==> config.mk <==
export PLATFORM = sky130hd
export DESIGN_NAME = mem_port_arbiter_flat
export DESIGN_NICKNAME = d
export VERILOG_FILES = /design/src/rtl/mem_arb_pkg.sv /design/src/rtl/mem_port_arbiter_if.sv /design/src/rtl/arb_wait_counter.sv /design/src/rtl/mem_port_arbiter.sv /design/src/flat_wrapper.sv
export SDC_FILE = /design/constraint.sdc
export NUM_CORES = 1
export LEC_CHECK = 0
export ABC_CLOCK_PERIOD_IN_PS = 2700
export CORE_AREA = 2 2 117 119
export CTS_CLUSTER_DIAMETER = 60
export DETAILED_ROUTE_END_ITERATION = 8
export DIE_AREA = 0 0 119 121
export PLACE_DENSITY = 0.65
export SLEW_MARGIN = 0
export SYNTH_ARGS = -nofsm -noshare
export SYNTH_HDL_FRONTEND = slang
export SYNTH_SLANG_ARGS = --single-unit
==> constraint.sdc <==
create_clock -name clk -period 2.7 [get_ports clk]
set_input_delay 0.27 -clock clk [delete_from_list [all_inputs] [get_ports clk]]
set_output_delay 0.27 -clock clk [all_outputs]
set_load 0.05 [all_outputs]
==> src/rtl/mem_arb_pkg.sv <==
// Shared types and constants for the data-memory port arbiter.
// The optional statistics counters are enabled with MEM_ARB_STATS_EN.
package mem_arb_pkg;

  localparam int MAX_WAIT_DEF = 4;
  localparam int WAIT_W       = 4;   // wide enough for the largest legal MAX_WAIT (15)
  localparam int STAT_W       = 32;

  typedef enum logic [1:0] {
    PIPE  = 2'd0,
    DBG   = 2'd1,
    DRAIN = 2'd2
  } arb_state_e;

  function automatic logic [STAT_W-1:0] sat_inc(input logic [STAT_W-1:0] v, input logic en);
    return (en && (v != '1)) ? v + 1'b1 : v;
  endfunction

endpackage

==> src/rtl/mem_port_arbiter_if.sv <==
// Bundle of pipeline, debug and memory-port signals around the arbiter.
// slave is the arbiter's view; master is the requesters/memory view.
interface mem_port_arbiter_if #(
    parameter int ADDR_W = 32,
    parameter int DATA_W = 32
);
    logic              p_req;
    logic              p_we;
    logic [ADDR_W-1:0] p_addr;
    logic [DATA_W-1:0] p_wdata;
    logic              p_stall;
    logic [DATA_W-1:0] p_rdata;

    logic              d_req;
    logic              d_we;
    logic              d_lock;
    logic [ADDR_W-1:0] d_addr;
    logic [DATA_W-1:0] d_wdata;
    logic              d_gnt;
    logic              d_rvalid;
    logic [DATA_W-1:0] d_rdata;

    logic [ADDR_W-1:0] mem_addr;
    logic [DATA_W-1:0] mem_wdata;
    logic              mem_we;
    logic              mem_re;
    logic [DATA_W-1:0] mem_rdata;

    modport slave (
        input  p_req, p_we, p_addr, p_wdata,
        input  d_req, d_we, d_lock, d_addr, d_wdata,
        input  mem_rdata,
        output p_stall, p_rdata,
        output d_gnt, d_rvalid, d_rdata,
        output mem_addr, mem_wdata, mem_we, mem_re
    );

    modport master (
        output p_req, p_we, p_addr, p_wdata,
        output d_req, d_we, d_lock, d_addr, d_wdata,
        output mem_rdata,
        input  p_stall, p_rdata,
        input  d_gnt, d_rvalid, d_rdata,
        input  mem_addr, mem_wdata, mem_we, mem_re
    );

endinterface

==> src/rtl/arb_wait_counter.sv <==
// Debug starvation counter: counts cycles the debug port loses to the pipeline,
// saturating at MAX_WAIT; sat tells the arbiter to hand the port to debug.
module arb_wait_counter
    import mem_arb_pkg::*;
#(
    parameter int MAX_WAIT = MAX_WAIT_DEF
) (
    input  logic clk,
    input  logic rst,
    input  logic inc,
    input  logic clr,
    output logic sat
);

    localparam logic [WAIT_W-1:0] MAX_CNT = WAIT_W'(MAX_WAIT);

    logic [WAIT_W-1:0] cnt;

    // NOTE: state registers use non-blocking (<=) so every flop samples pre-edge values.
    always_ff @(posedge clk) begin
        if (rst || clr) begin
            cnt <= '0;
        end else if (inc && (cnt != MAX_CNT)) begin
            cnt <= cnt + 1'b1;
        end
    end

    assign sat = (cnt == MAX_CNT);

endmodule

==> src/rtl/mem_port_arbiter.sv <==
// Shares one data-memory port between the MEM-stage pipeline and a debug/loader
// port. Define MEM_ARB_STATS_EN to add saturating stall/grant counters.
module mem_port_arbiter
    import mem_arb_pkg::*;
#(
    parameter int ADDR_W   = 32,
    parameter int DATA_W   = 32,
    parameter int MAX_WAIT = MAX_WAIT_DEF
) (
    input  logic                clk,
    input  logic                rst,
    mem_port_arbiter_if.slave   bus
`ifdef MEM_ARB_STATS_EN
    ,
    output logic [STAT_W-1:0]   stall_cnt,
    output logic [STAT_W-1:0]   dbg_cnt
`endif
);

    arb_state_e        state;
    logic              rvalid_q;
    logic              pipe_rd_q;

    logic              wait_sat;
    logic              wait_inc;
    logic              wait_clr;
    logic              go_dbg;

    logic [ADDR_W-1:0] addr_mux;
    logic [DATA_W-1:0] wdata_mux;
    logic              we_mux;
    logic              re_mux;
    logic              gnt;
    logic              stall;
    logic              rvalid;

    assign go_dbg   = (state == PIPE) && bus.d_req && (!bus.p_req || wait_sat);
    assign wait_inc = (state == PIPE) && bus.d_req && bus.p_req;
    assign wait_clr = !bus.d_req || go_dbg;

    arb_wait_counter #(
        .MAX_WAIT (MAX_WAIT)
    ) u_wait (
        .clk (clk),
        .rst (rst),
        .inc (wait_inc),
        .clr (wait_clr),
        .sat (wait_sat)
    );

    // NOTE: every always_comb output gets a default first, so no path can infer a latch.
    always_comb begin
        addr_mux  = '0;
        wdata_mux = '0;
        we_mux    = 1'b0;
        re_mux    = 1'b0;
        gnt       = 1'b0;
        stall     = 1'b0;
        case (state)
            PIPE: begin
                if (bus.p_req) begin
                    addr_mux  = bus.p_addr;
                    wdata_mux = bus.p_wdata;
                    we_mux    = bus.p_we;
                    re_mux    = !bus.p_we;
                end
            end
            DBG: begin
                stall = bus.p_req;
                if (bus.d_req) begin
                    gnt       = 1'b1;
                    addr_mux  = bus.d_addr;
                    wdata_mux = bus.d_wdata;
                    we_mux    = bus.d_we;
                    re_mux    = !bus.d_we;
                end
            end
            DRAIN: begin
                stall = bus.p_req;
            end
            default: begin
            end
        endcase
    end

    always_ff @(posedge clk) begin
        if (rst) begin
            state     <= PIPE;
            rvalid_q  <= 1'b0;
            pipe_rd_q <= 1'b0;
        end else begin
            rvalid_q  <= gnt && !bus.d_we;
            pipe_rd_q <= (state == PIPE) && re_mux;
            case (state)
                PIPE: begin
                    if (go_dbg) state <= DBG;
                end
                DBG: begin
                    if (!bus.d_req) begin
                        state <= PIPE;
                    end else if (!bus.d_lock) begin
                        state <= bus.d_we ? PIPE : DRAIN;
                    end
                end
                DRAIN:   state <= PIPE;
                default: state <= PIPE;
            endcase
        end
    end

    // A reset landing while a debug read is in flight must suppress its return pulse.
    assign rvalid = rvalid_q && !rst;

    assign bus.mem_addr  = addr_mux;
    assign bus.mem_wdata = wdata_mux;
    assign bus.mem_we    = we_mux;
    assign bus.mem_re    = re_mux;
    assign bus.d_gnt     = gnt;
    assign bus.p_stall   = stall;
    assign bus.d_rvalid  = rvalid;
    assign bus.d_rdata   = rvalid    ? bus.mem_rdata : '0;
    assign bus.p_rdata   = pipe_rd_q ? bus.mem_rdata : '0;

`ifdef MEM_ARB_STATS_EN
    always_ff @(posedge clk) begin
        if (rst) begin
            stall_cnt <= '0;
            dbg_cnt   <= '0;
        end else begin
            stall_cnt <= sat_inc(stall_cnt, stall);
            dbg_cnt   <= sat_inc(dbg_cnt, gnt);
        end
    end
`endif

endmodule

==> src/flat_wrapper.sv <==
// flat-port wrapper written by rule: the top's interface ports become plain ports
module mem_port_arbiter_flat import mem_arb_pkg::*;
#(
    parameter int ADDR_W   = 32,
    parameter int DATA_W   = 32,
    parameter int MAX_WAIT = MAX_WAIT_DEF
)
  (clk, rst, bus_p_req, bus_p_we, bus_p_addr, bus_p_wdata, bus_d_req, bus_d_we, bus_d_lock, bus_d_addr, bus_d_wdata, bus_mem_rdata, bus_p_stall, bus_p_rdata, bus_d_gnt, bus_d_rvalid, bus_d_rdata, bus_mem_addr, bus_mem_wdata, bus_mem_we, bus_mem_re);
  mem_port_arbiter_if #(.ADDR_W(ADDR_W), .DATA_W(DATA_W)) bus_i ();
  input  logic clk;
  input  logic rst;
  input wire logic [$bits(bus_i.p_req)-1:0] bus_p_req;
  input wire logic [$bits(bus_i.p_we)-1:0] bus_p_we;
  input wire logic [$bits(bus_i.p_addr)-1:0] bus_p_addr;
  input wire logic [$bits(bus_i.p_wdata)-1:0] bus_p_wdata;
  input wire logic [$bits(bus_i.d_req)-1:0] bus_d_req;
  input wire logic [$bits(bus_i.d_we)-1:0] bus_d_we;
  input wire logic [$bits(bus_i.d_lock)-1:0] bus_d_lock;
  input wire logic [$bits(bus_i.d_addr)-1:0] bus_d_addr;
  input wire logic [$bits(bus_i.d_wdata)-1:0] bus_d_wdata;
  input wire logic [$bits(bus_i.mem_rdata)-1:0] bus_mem_rdata;
  output wire logic [$bits(bus_i.p_stall)-1:0] bus_p_stall;
  output wire logic [$bits(bus_i.p_rdata)-1:0] bus_p_rdata;
  output wire logic [$bits(bus_i.d_gnt)-1:0] bus_d_gnt;
  output wire logic [$bits(bus_i.d_rvalid)-1:0] bus_d_rvalid;
  output wire logic [$bits(bus_i.d_rdata)-1:0] bus_d_rdata;
  output wire logic [$bits(bus_i.mem_addr)-1:0] bus_mem_addr;
  output wire logic [$bits(bus_i.mem_wdata)-1:0] bus_mem_wdata;
  output wire logic [$bits(bus_i.mem_we)-1:0] bus_mem_we;
  output wire logic [$bits(bus_i.mem_re)-1:0] bus_mem_re;
  assign bus_i.p_req = bus_p_req;
  assign bus_i.p_we = bus_p_we;
  assign bus_i.p_addr = bus_p_addr;
  assign bus_i.p_wdata = bus_p_wdata;
  assign bus_i.d_req = bus_d_req;
  assign bus_i.d_we = bus_d_we;
  assign bus_i.d_lock = bus_d_lock;
  assign bus_i.d_addr = bus_d_addr;
  assign bus_i.d_wdata = bus_d_wdata;
  assign bus_i.mem_rdata = bus_mem_rdata;
  assign bus_p_stall = bus_i.p_stall;
  assign bus_p_rdata = bus_i.p_rdata;
  assign bus_d_gnt = bus_i.d_gnt;
  assign bus_d_rvalid = bus_i.d_rvalid;
  assign bus_d_rdata = bus_i.d_rdata;
  assign bus_mem_addr = bus_i.mem_addr;
  assign bus_mem_wdata = bus_i.mem_wdata;
  assign bus_mem_we = bus_i.mem_we;
  assign bus_mem_re = bus_i.mem_re;
  mem_port_arbiter #(.ADDR_W(ADDR_W), .DATA_W(DATA_W), .MAX_WAIT(MAX_WAIT)) u_core (.clk(clk), .rst(rst), .bus(bus_i));
endmodule
After elaboration in Yosys (flattened, before gate mapping)
Index checks and enable logic that the tools add are counted.

Mux-type cells: 22. Add/sub/neg operators: 1. Equality and inequality tests: 6. Reductions and logical operators: 18.

Operator list (number): $mux W32 (6); $pmux W32 S2 (2); $mux W2 (4); $logic_and A1 B1 Y1 (7); $mux W1 (7); $logic_not A1 Y1 (5); $add A4 B1 Y4 const B (1); $eq A4 B3 Y1 const B (1); $ne A4 B3 Y1 const B (1); $pmux W1 S2 (2); $pmux W2 S2 (1); $logic_or A1 B1 Y1 (3); $ne A3 B3 Y1 const B (1); $eq A2 B1 Y1 const B (1); $eq A2 B2 Y1 const B (1); $logic_not A2 Y1 (1); $ne A2 B1 Y1 const B (1); $reduce_and A2 Y1 (1); $reduce_or A2 Y1 (1).

Word-level logic and storage cells: 51. Register bits: 8. Output and inout bits: 133. Bits of input ports: 167.

Logic depth before layout (Yosys ltp)
Depth after elaboration: 5. Gate-level depth with buffers: 8. Gate-level depth less buffers: 6.

By module
A second synthesis with hierarchy kept.

Cell total of the unflattened synthesis: 278. Area, all modules: 1800.5 um^2.

Modules (own cells, without submodules): mem_port_arbiter (cells an instance 253, times used 1, seq. area each 80.1 um^2, area each 1571.5 um^2); arb_wait_counter (cells an instance 25, times used 1, seq. area each 80.1 um^2, area each 229.0 um^2).

Least setup slack after synthesis
No wires, ideal clock.

Path type: register -> output. Start: register u_core.state[1]. End: output port bus_mem_addr[10]. Arrival time: 1.794 ns. Buffers on the path: 1. Required time: 2.430 ns. Stages on the path, launching flop included: 8. Path slack: 0.636 ns. Cell sequence: dfxtp_1 > inv_1 > ha_1 > nand2_1 > inv_2 > buf_2 > a22oi_1 > nor2_1.

Cells in the longest elaborated chain, start to end: 2. Elaborated cells between the ends (all ways): 3. Classes of those cells: eq/ne: 1; mux: 1; reduce/logical: 1.

Ends and longest elaborated chain: from (decl) (line mem_port_arbiter.sv:20) `arb_state_e state;`; from (signal assigned) (line mem_port_arbiter.sv:102) `state <= bus.d_we ? PIPE : DRAIN;`; $eq A2 B1 Y1 or $logic_not A2 Y1 (tied branches) (line mem_port_arbiter.sv:59) `case (state)`; $pmux W32 S2 (*) (line mem_port_arbiter.sv:59); to (decl) (line flat_wrapper.sv:27) `output wire logic [$bits(bus_i.mem_addr)-1:0] bus_mem_addr;`.

Every way passes the cells marked *; elsewhere a longest branch is shown, timed or not.

Worst setup path after layout
Start: input port bus_p_req. End: output port bus_mem_wdata[15].

Cells in the longest elaborated chain, start to end: 2.

Ends and longest elaborated chain: from (decl) (line flat_wrapper.sv:12) `input wire logic [$bits(bus_i.p_req)-1:0] bus_p_req;`; $mux W32 (line mem_port_arbiter.sv:61) `if (bus.p_req) begin`; $pmux W32 S2 (line mem_port_arbiter.sv:59); to (decl) (line flat_wrapper.sv:28) `output wire logic [$bits(bus_i.mem_wdata)-1:0] bus_mem_wdata;`.

No other way between the ends.

==> key figures <==
Status
  – Status: complete, no violations

Route
  – 1st-pass router iterations: 4
  – Initial DRC Count: 156
  – Post-DR vias/cell: 4.39
  – Routed WL: 12.9 mm
  – DRC violations left: 0
  – Via count: 3,239
  – WL/cell: 17.4 um
  – Post-DRT Antenna Nets: 0

Worst setup path
  – Critical path data arrival time: 2.03 ns
  – Critical path class: input pin to output port
  – R2R setup slack: between 1 and 1.5 ns
  – Crit end category: output port
  – Largest fanout on the critical path: 38
  – Critical path launch point type: input pin
  – Required @ worst endpoint: between 2 and 2.5 ns

Place
  – Global placement routability congestion: 0.819
  – # port buffers: 299
  – DP Wirelength: around 11 mm

Yosys
  – Post-synth ARST share: 0%
  – Ys flop type: dfxtp_1
  – Area share of the leading cell type in the synthesized netlist: 27.0%
  – Multiplexer share of the synthesized area: 0.554%
  – Synth Area in Compound Gates: 30.8%
  – Post-synthesis sequential area ratio: 8.87%
  – Syn Inst Count: 280
  – Post-synthesis adder-cell area fraction: between 3 and 4%
  – Yosys top cell by area: a22oi_1
  – Avg Cell Area, Syn: 6.45 um^2
  – Simple-gate share of the synthesized area: 45.5%
  – Post-synth EDFFs: 0
  – Synth top area cells: a22oi_1 27%, and2_1 23%, nor2_1 14%, dfxtp_1 8.9%, buf_6 3.7%
  – Syn_nets: 452
  – Largest family of logic cells by synthesized area: simple AND/OR/NAND/NOR gates
  – Synth Register Bits: 8
  – Yosys Warn Count: 0
  – Library cells used by synthesis: 30
  – Synth Area in XOR/XNOR: 0%
  – Mapped Area: 1810 um^2

Finish
  – Nets: 736
  – P&R area growth vs syn: 233%
  – Most frequent cells in the layout: 196 x clkdlybuf4s50_1, 102 x buf_12, 67 x nor2_1
  – Commonest non-fill, non-tap cell in the layout: clkdlybuf4s50_1
  – Fraction of layout cells with a size suffix above 1: between 20% and 30%
  – Final core utilization: 45.9%
  – Diode count: 0

Global route
  – Gr usage total: 16.6%
  – Largest net degree at the start of global routing: 64
  – First-pass GRT wire length: 18.7 mm
  – Initial antenna violation count: 0
  – Vias in the first global route: 3,325
  – Global route overflow: 0

STA
  – Period utilization: 85.2%
  – Count of final setup violators: 0
  – Setup TNS: 0 ns
  – Post-Route Skew: 0.00196 ns
  – Final Max Tran Viols: 0
  – Worst-Margin Slew: 0.559 ns
  – Post-layout minimum cycle time: 2.30 ns
  – Unrepaired setup endpoints after global routing: false
  – Final hold violation count: 0
  – Max Fclk: ~430 MHz
  – Slew HR: ~63%

CTS
  – Clock Tree Buf Depth: 2
  – CTS tree: yes
  – Clk Tree Root Cell: clkbuf_16
  – Post-CTS setup buffer count: 0
  – Total CTS buffers: 3
  – Clock-pin slew on the worst setup and hold paths: 0.04 ns
  – CTS Sinks: 8
  – Skew-Pair Late Insertion Delay: 0.23 ns
  – Hold_buf cts: 0
  – CTS resizes: 0
  – H-tree Lvls: 1

Floorplan
  – Core Rows: 42
  – Core area: 13,100 um^2
  – Top-Level Pins: 300
  – Die Ht: 121 um
  – Die footprint: 14,400 um^2
  – Die width: between 100 and 150 um
  – Initial Util: between 10% and 20%

Flow run
  – Max-cap violations: 0

Pwr
  – Maximum VDD drop: about 230 uV
  – P_leak: 0.00236 uW
  – Power per standard cell area: approximately 440 nW/um^2

Min path
  – Worst hold path type: flip-flop to flip-flop
==> Yosys cell counts, types with 3 or more instances <==
| library cell | n |
|---|---|
| dfxtp_1 | 8 |
| a21oi_1 | 4 |
| buf_6 | 6 |
| buf_4 | 4 |
| nor2b_1 | 3 |
| clkbuf_1 | 11 |
| nor2_1 | 68 |
| and2_1 | 65 |
| buf_2 | 7 |
| ha_1 | 5 |
| nand2_1 | 5 |
| inv_1 | 5 |
| nand2b_1 | 3 |
| a22oi_1 | 65 |
==> state kept, by name, summed over array words and instances, names as in the netlist <==
| register | count |
|---|---|
| u_core.state | 2 |
| u_core.pipe_rd_q | 1 |
| u_core.u_wait.cnt | 4 |
| u_core.rvalid_q | 1 |
==> per-layer routing <==
layer  wire length (um)  up-vias  track usage (%)  part of all wire, %
met5                  0        -                0                    0
met4                168        0             3.42                  1.3
met3               1230       10             4.51                  9.5
met2               6800      224             32.2                   53
met1               4660     1469             17.9                   36
li1                   -     1536                -                    -
==> kinds of logic after synthesis <==
| kind of cell | Yosys count |
|---|---|
| AOI/OAI and AO/OA | 75 |
| adders and majority gates | 5 |
| buffers and inverters | 34 |
| DFF | 8 |
| muxes | 1 |
| and+or+nand+nor | 157 |
==> per-stage QoR <==
| step | cells | cell area (um^2) | setup WS [ns] | hold slack (ns) | power, uW |
|---|---|---|---|---|---|
| 2_1_floorplan | 280 | 1810 | 0.636 | 0.346 | 1210 |
| 6_report | 738 | 6010 | 0.401 | 0.507 | 2610 |
| 3_3_place_gp | 735 | 5930 | 0.478 | 0.471 | 2360 |
| 3_5_place_dp | 735 | 5930 | 0.423 | 0.494 | 2380 |
| 5_1_grt | 738 | 6010 | 0.277 | 0.528 | 2720 |
| 4_1_cts | 738 | 6010 | 0.416 | 0.499 | 2640 |
==> worst max-delay path, stage by stage <==
cell and delay [ns]:
clkdlybuf4s50_1 0.63, and2_4 0.36, buf_12 0.24, a22oi_1 0.11, nor2_1 0.23, buf_12 0.18
==> where the power goes <==
group          internal [uW]  total [uW]  switching, uW
clock                    191         254           62.8
combinational           1030        2230           1200
sequential               125         128           3.77
==> final cells by class <==
type | count | area (um^2)
Fill cell | 1219 | 7080
Tap cell | 176 | 220
Timing Repair Buffer | 307 | 4070
Clock buffer | 3 | 75.1
Multi-Input combinational cell | 238 | 1460
Inverter | 6 | 22.5
Sequential cell | 8 | 160
==> final timing paths <==
| path | startpoint | endpoint | depth (start not counted) |
|---|---|---|---|
| setup / recovery | bus_p_req | bus_mem_wdata[15] | 6 |
| hold / removal | u_core.u_wait.cnt[1]$_SDFFE_PP0P_ | u_core.u_wait.cnt[1]$_SDFFE_PP0P_ | 2 |
| setup reg to reg | u_core.state[1]$_SDFFE_PP0P_ | u_core.u_wait.cnt[3]$_SDFFE_PP0P_ | 6 |
| hold reg to reg | u_core.u_wait.cnt[1]$_SDFFE_PP0P_ | u_core.u_wait.cnt[1]$_SDFFE_PP0P_ | 2 |
Power figures use the tool's default switching activity.
